$ cat src/rtl/sqm_sample_decimator_if.sv
// rtl/sqm_sample_decimator_if.sv - mixer input, sample stream and status bundle for the decimator
//
// Purpose: groups the amplifier inputs, the valid/ready sample stream and the
// overrun status/clear pair into one bundle.
// Ports (signals):
//   amp0_y, amp1_y  [15:0]  unsigned amplifier words      (into decimator)
//   sample_out      [15:0]  filtered, decimated sample     (out of decimator)
//   sample_valid            sample_out holds an unconsumed sample
//   sample_ready            sink accepts sample_out together with sample_valid
//   tick                    one-cycle pulse at every decimation instant
//   overrun                 sticky: a tick arrived while a sample was pending
//   overrun_clr             synchronous clear of overrun
// master = decimator side, slave = sink/driver side.

interface sqm_sample_decimator_if;
    logic [15:0] amp0_y;
    logic [15:0] amp1_y;
    logic [15:0] sample_out;
    logic        sample_valid;
    logic        sample_ready;
    logic        tick;
    logic        overrun;
    logic        overrun_clr;

    modport master (
        input  amp0_y, amp1_y, sample_ready, overrun_clr,
        output sample_out, sample_valid, tick, overrun
    );

    modport slave (
        output amp0_y, amp1_y, sample_ready, overrun_clr,
        input  sample_out, sample_valid, tick, overrun
    );
endinterface

$ cat src/rtl/sqm_sample_decimator.sv
// rtl/sqm_sample_decimator.sv - sums two amplifier words, moving-average filters and decimates to audio rate
//
// Purpose: every clock the two amplifier words are summed and pushed through a
// 2^TAPS_LOG2-tap moving average. A fractional phase accumulator picks out
// SAMPLE_HZ decimation instants per CLK_HZ clocks; at each one the averaged,
// halved sum is offered on a valid/ready handshake.
// Ports:
//   clk    input   rising-edge clock
//   reset  input   asynchronous, active-high reset
//   bus    master  amp0_y/amp1_y in, sample_out/sample_valid/sample_ready stream,
//                  tick debug pulse, overrun sticky flag with overrun_clr

module sqm_sample_decimator #(
    parameter int unsigned CLK_HZ    = 2994012,
    parameter int unsigned SAMPLE_HZ = 44100,
    parameter int unsigned TAPS_LOG2 = 6
) (
    input  logic                    clk,
    input  logic                    reset,
    sqm_sample_decimator_if.master  bus
);

    localparam int unsigned DEPTH = 1 << TAPS_LOG2;
    localparam int          SUM_W = 17 + TAPS_LOG2;
    localparam logic [32:0] P_CLK = 33'(CLK_HZ);
    localparam logic [32:0] P_SMP = 33'(SAMPLE_HZ);

    typedef enum logic {
        S_EMPTY,
        S_FULL
    } state_t;

    logic [16:0]          r_buf [DEPTH];
    logic [SUM_W-1:0]     r_sum;
    logic [TAPS_LOG2-1:0] r_wptr;
    logic [31:0]          r_phase;
    logic [15:0]          r_sample;
    logic                 r_overrun;
    state_t               r_state;

    logic [16:0]          w_in;
    logic [SUM_W-1:0]     w_sum_nxt;
    logic [15:0]          w_filt;
    logic [32:0]          w_phase_sum;
    logic [31:0]          w_phase_nxt;
    logic                 w_tick;
    state_t               w_state_nxt;
    logic                 w_load;
    logic                 w_ovr_evt;

    // Mixer: 17-bit sum cannot overflow; the window sum is wide enough for
    // 2^TAPS_LOG2 full-scale entries.
    assign w_in      = {1'b0, bus.amp0_y} + {1'b0, bus.amp1_y};
    assign w_sum_nxt = r_sum + SUM_W'(w_in) - SUM_W'(r_buf[r_wptr]);

    // Average over the window and halve the two-amplifier sum in one shift.
    // The top 16 bits of the window sum are exactly that quotient.
    assign w_filt = w_sum_nxt[SUM_W-1 -: 16];

    // Phase accumulator: a tick whenever the accumulated SAMPLE_HZ crosses CLK_HZ.
    assign w_phase_sum = {1'b0, r_phase} + P_SMP;
    assign w_tick      = (w_phase_sum >= P_CLK);
    assign w_phase_nxt = w_tick ? 32'(w_phase_sum - P_CLK) : w_phase_sum[31:0];

    always_ff @(posedge clk or posedge reset) begin
        if (reset) begin
            for (int i = 0; i < int'(DEPTH); i++) begin
                r_buf[i] <= '0;
            end
            r_sum   <= '0;
            r_wptr  <= '0;
            r_phase <= '0;
        end else begin
            r_buf[r_wptr] <= w_in;
            r_sum         <= w_sum_nxt;
            r_wptr        <= r_wptr + TAPS_LOG2'(1);
            r_phase       <= w_phase_nxt;
        end
    end

    // Output handshake state: S_FULL means sample_out holds an unconsumed sample.
    always_ff @(posedge clk or posedge reset) begin
        if (reset) begin
            r_state   <= S_EMPTY;
            r_sample  <= '0;
            r_overrun <= 1'b0;
        end else begin
            r_state <= w_state_nxt;
            if (w_load) begin
                r_sample <= w_filt;
            end
            // A new overrun event beats a simultaneous clear.
            if (w_ovr_evt) begin
                r_overrun <= 1'b1;
            end else if (bus.overrun_clr) begin
                r_overrun <= 1'b0;
            end
        end
    end

    always_comb begin
        w_state_nxt = r_state;
        w_load      = 1'b0;
        w_ovr_evt   = 1'b0;
        case (r_state)
            S_EMPTY: begin
                if (w_tick) begin
                    w_load      = 1'b1;
                    w_state_nxt = S_FULL;
                end
            end
            S_FULL: begin
                if (w_tick) begin
                    // Consumed this cycle: replace; otherwise drop the new one.
                    if (bus.sample_ready) begin
                        w_load = 1'b1;
                    end else begin
                        w_ovr_evt = 1'b1;
                    end
                end else if (bus.sample_ready) begin
                    w_state_nxt = S_EMPTY;
                end
            end
            default: begin
                w_state_nxt = S_EMPTY;
            end
        endcase
    end

    assign bus.sample_out   = r_sample;
    assign bus.sample_valid = (r_state == S_FULL);
    assign bus.tick         = w_tick;
    assign bus.overrun      = r_overrun;

endmodule

$ cat src/flat_wrapper.sv
// flat-port wrapper written by rule: the top's interface ports become plain ports
module sqm_sample_decimator_flat 
#(
    parameter int unsigned CLK_HZ    = 2994012,
    parameter int unsigned SAMPLE_HZ = 44100,
    parameter int unsigned TAPS_LOG2 = 6
)
  (clk, reset, bus_amp0_y, bus_amp1_y, bus_sample_ready, bus_overrun_clr, bus_sample_out, bus_sample_valid, bus_tick, bus_overrun);
  sqm_sample_decimator_if bus_i ();
  input  logic clk;
  input  logic reset;
  input wire logic [$bits(bus_i.amp0_y)-1:0] bus_amp0_y;
  input wire logic [$bits(bus_i.amp1_y)-1:0] bus_amp1_y;
  input wire logic [$bits(bus_i.sample_ready)-1:0] bus_sample_ready;
  input wire logic [$bits(bus_i.overrun_clr)-1:0] bus_overrun_clr;
  output wire logic [$bits(bus_i.sample_out)-1:0] bus_sample_out;
  output wire logic [$bits(bus_i.sample_valid)-1:0] bus_sample_valid;
  output wire logic [$bits(bus_i.tick)-1:0] bus_tick;
  output wire logic [$bits(bus_i.overrun)-1:0] bus_overrun;
  assign bus_i.amp0_y = bus_amp0_y;
  assign bus_i.amp1_y = bus_amp1_y;
  assign bus_i.sample_ready = bus_sample_ready;
  assign bus_i.overrun_clr = bus_overrun_clr;
  assign bus_sample_out = bus_i.sample_out;
  assign bus_sample_valid = bus_i.sample_valid;
  assign bus_tick = bus_i.tick;
  assign bus_overrun = bus_i.overrun;
  sqm_sample_decimator #(.CLK_HZ(CLK_HZ), .SAMPLE_HZ(SAMPLE_HZ), .TAPS_LOG2(TAPS_LOG2)) u_core (.clk(clk), .reset(reset), .bus(bus_i));
endmodule
$ cat config.mk
export PLATFORM = sky130hd
export DESIGN_NAME = sqm_sample_decimator_flat
export DESIGN_NICKNAME = d
export VERILOG_FILES = /design/src/rtl/sqm_sample_decimator_if.sv /design/src/rtl/sqm_sample_decimator.sv /design/src/flat_wrapper.sv
export SDC_FILE = /design/constraint.sdc
export NUM_CORES = 2
export LEC_CHECK = 0
export CORE_ASPECT_RATIO = 0.8
export CORE_MARGIN = 2
export CORE_UTILIZATION = 40
export CTS_CLUSTER_SIZE = 8
export DETAILED_ROUTE_END_ITERATION = 10
export SLEW_MARGIN = 15
export SYNTH_ARGS = -nofsm -noshare
export SYNTH_HDL_FRONTEND = slang
export SYNTH_SLANG_ARGS = --single-unit
export TNS_END_PERCENT = 50
$ cat constraint.sdc
create_clock -name clk -period 96.4 [get_ports clk]
set_input_delay 24.1 -clock clk [delete_from_list [all_inputs] [get_ports clk]]
set_output_delay 24.1 -clock clk [all_outputs]
set_load 0.1 [all_outputs]
==> results.md <==
- Final std cells w/o fill: 6719
- Worst Setup Path Type: reg -> out
- FF+latch count, synth: 1165
- Drt wl/cell: 23.5 um
- Post-route ant nets: 0
- Clock skew: 0.0323 ns
- Initial Util: 40.5%
- Syn nets: 5273
- Final core utilization: 45.6%
- Max incr delay on CP: 1.06 ns
- Crit end category: output port
- Syn. warnings: 0
- Drt total wl: 158000 um
- Worst Path Max Fanout: 22
- DRC violations left: 0
- CTS Sinks: 1165
- Worst Tran Pin Value: 1.19 ns
- Ports: 55
- IO Port Bufs: 54
- Maximum Capacitance Violations: 0
- Worst EP arrival: 5.95 ns
- Layout Nets: 5148
- Final Hold Vio Count: 0
- # hold bufs at CTS: 0
- Skew-Pair Late Insertion Delay: 0.78 ns
- Vias: 39062
- Placed cells: 6539
- Cell count after synthesis: 5177
- Root buffer cell: clkbuf_16
- Final global-route overflow total: 0
- Post-CTS sizing: 0
- DIE AREA: 0.130 mm2
- Clock transition at the registers of the reported paths: 0.05 ns
- Pwr/cell area: 23.0 mW/mm2
- Post-synth ARST share: 100%
- Most common cell after layout, fill and taps aside: dfrtp_1
- EDFF count, synth: 0
- Die width: 403 um
- First-pass GRT wire length: 243000 um
- CTS tree: yes
- Largest net degree at the start of global routing: 180
- Top_reg_cell synth: dfrtp_1
- Bufs and invs on worst path: 2
- Crit path cell chain: ha_1 -> and3_1 -> o211ai_2 -> a211oi_1 -> mux2_2 -> nor2_1 -> nand4_1 -> or2_4 -> nor3b_4 -> inv_2 -> clkdlybuf4s50_1
- Post-synth top area cell: dfrtp_1
- RD Place Congestion: 0.875
- Register area share after synthesis: 57.4%
- Vias/cell: 5.81
- Top delay family on crit path: simple AND/OR/NAND/NOR gates
- H-tree levels: 4
- Setup repair bufs after CTS: 0
- CTS max path bufs: 3
- RSZ-0062 raised after global routing: no
- Worst VDD drop: 0.0139 mV
- Setup violators final: 0
- Layout cells sized above 1: 8.78%
- Crit share post-route: 31.2%
- # rows: 116
- Vias in the first global route: 38174
- Hold Path Class: reg -> reg
- CTS buffer count: 163
- Cell area after synthesis: 0.0508 mm2
- Final max-slew violation count: 0
- Drt pass-1 iters: 5
- Initial antenna violation count: 5
- CP max-delay cell: clkdlybuf4s50_1
- Leakage: 25.7 nW
- Initial DRC count: 4064
- Commonest non-fill, non-tap cells in the layout: 1165 x dfrtp_1, 1143 x nand2_1, 1053 x o21ai_0, 451 x a22oi_1, 167 x clkbuf_16
- Die Ht: 323 um
- Syn avg cell area: 9.82 um2
- Core Area: 0.126 mm2
- Largest cells by area after synthesis: dfrtp_1 57%, o21ai_0 10%, nand2_1 8.5%
- Unique cell type count in the Yosys netlist: 82
- Share of the synthesized area in the top cell type: 57.4%
- Slew margin rel.: 20.2%
- Gr usage total: 24.5%
- Setup tns final: 0 ns
- CP required: 72.30 ns
- Detailed placement HPWL: 92100 um
- Synthesis-to-layout area growth: 12.6%
- Status: complete, no violations
- Fmax: 0.0333 GHz
- CP Launch Type: flip-flop
- Tmin final: 30.05 ns
path summary, 6_finish.rpt:
check                                            end  depth (start not counted)  slack (ns)         startpoint
setup / recovery                            bus_tick                         11       66.35  u_core.r_phase[2]
hold / removal                     u_core.r_buf[757]                          2        0.47  u_core.r_buf[757]
setup reg to reg           u_core.bus.sample_out[15]                         20       89.35   u_core.r_wptr[2]
hold reg to reg                    u_core.r_buf[757]                          2        0.47  u_core.r_buf[757]
max in group asynchronous          u_core.r_buf[740]                          5       69.29              reset
min in group asynchronous          u_core.r_buf[409]                          2       23.85              reset
synth_stat cells, types with 4 or more instances:
| cell | count |
|---|---|
| a211oi_1 | 5 |
| a21o_1 | 10 |
| a21oi_1 | 72 |
| a221oi_1 | 62 |
| a22o_1 | 61 |
| a22oi_1 | 451 |
| a31oi_1 | 38 |
| a41oi_1 | 13 |
| and2_1 | 6 |
| and3_1 | 11 |
| and4_1 | 9 |
| buf_1 | 37 |
| buf_2 | 9 |
| clkbuf_1 | 427 |
| dfrtp_1 | 1165 |
| fa_1 | 18 |
| ha_1 | 42 |
| inv_1 | 62 |
| mux2_2 | 71 |
| mux2_4 | 10 |
| nand2_1 | 1146 |
| nand2b_1 | 10 |
| nand3_1 | 49 |
| nand4_1 | 87 |
| nor2_1 | 40 |
| nor2b_1 | 7 |
| nor3_1 | 18 |
| nor3b_1 | 7 |
| o211ai_1 | 7 |
| o21a_1 | 5 |
| o21ai_0 | 1053 |
| o21bai_1 | 7 |
| o22ai_1 | 4 |
| or3_1 | 5 |
| xnor2_1 | 52 |
| xor2_1 | 29 |
area by class of cell:
type	count	area, um2
fill	11719	68300
sequential	1165	29200
multi-input combinational	3471	19800
clock buffer	169	4200
tap	1652	2070
timing repair buffer	187	1610
inverter	64	248
clock inverter	10	129
antenna	1	2.50
where the power goes:
| part | switching, mW | total [mW] | leakage (nW) | internal, mW |
|---|---|---|---|---|
| combinational | 0.131 | 0.201 | 10.7 | 0.0705 |
| clock | 0.205 | 0.509 | 2.13 | 0.304 |
| sequential | 0.0390 | 0.605 | 12.9 | 0.566 |
| total | 0.375 | 1.32 | 25.7 | 0.940 |
flip-flops by register name, summed over array words and instances (netlist names):
signal                   cells
u_core.bus.overrun           1
u_core.bus.sample_out       16
u_core.bus.sample_valid      1
u_core.r_buf              1088
u_core.r_phase              30
u_core.r_sum                23
u_core.r_wptr                6
kinds of logic after synthesis:
| group | after synthesis | share of synthesized area (%) |
|---|---|---|
| DFF | 1165 | 57.4 |
| xor gates and xnor gates | 82 | 1.43 |
| AOI/OAI and AO/OA | 1828 | 21.9 |
| and+or+nand+nor | 1419 | 11.6 |
| buffers and inverters | 541 | 4.07 |
| muxes | 82 | 1.89 |
| adders and majority gates | 60 | 1.74 |
per-layer routing:
metal	GRT usage (%)	wire, um
met1	35.9	73400
met2	36.4	68700
met3	4.07	10600
met4	9.22	5150
met5	0	0
metrics by stage:
step,hold WS (ns),cell area (um2),setup slack [ns],power (mW)
floorplan,0.450,50800,39.49,0.748
global placement,0.460,52900,66.34,0.804
detailed placement,0.470,52900,66.23,0.812
CTS,0.481,57200,66.39,1.32
global route,0.493,57200,66.04,1.38
finish,0.473,57300,66.35,1.32
worst reg2reg max path: cells and delay by family, from the launching register on:
family | cells | cell delay, ns
AOI/OAI and AO/OA | 9 | 3.41
xor gates and xnor gates | 1 | 0.11
adders and majority gates | 2 | 0.81
buffers and inverters | 2 | 0.76
DFF | 1 | 0.51
muxes | 1 | 0.26
and+or+nand+nor | 5 | 1.06
No activity file was read; power rests on OpenSTA's default activity.
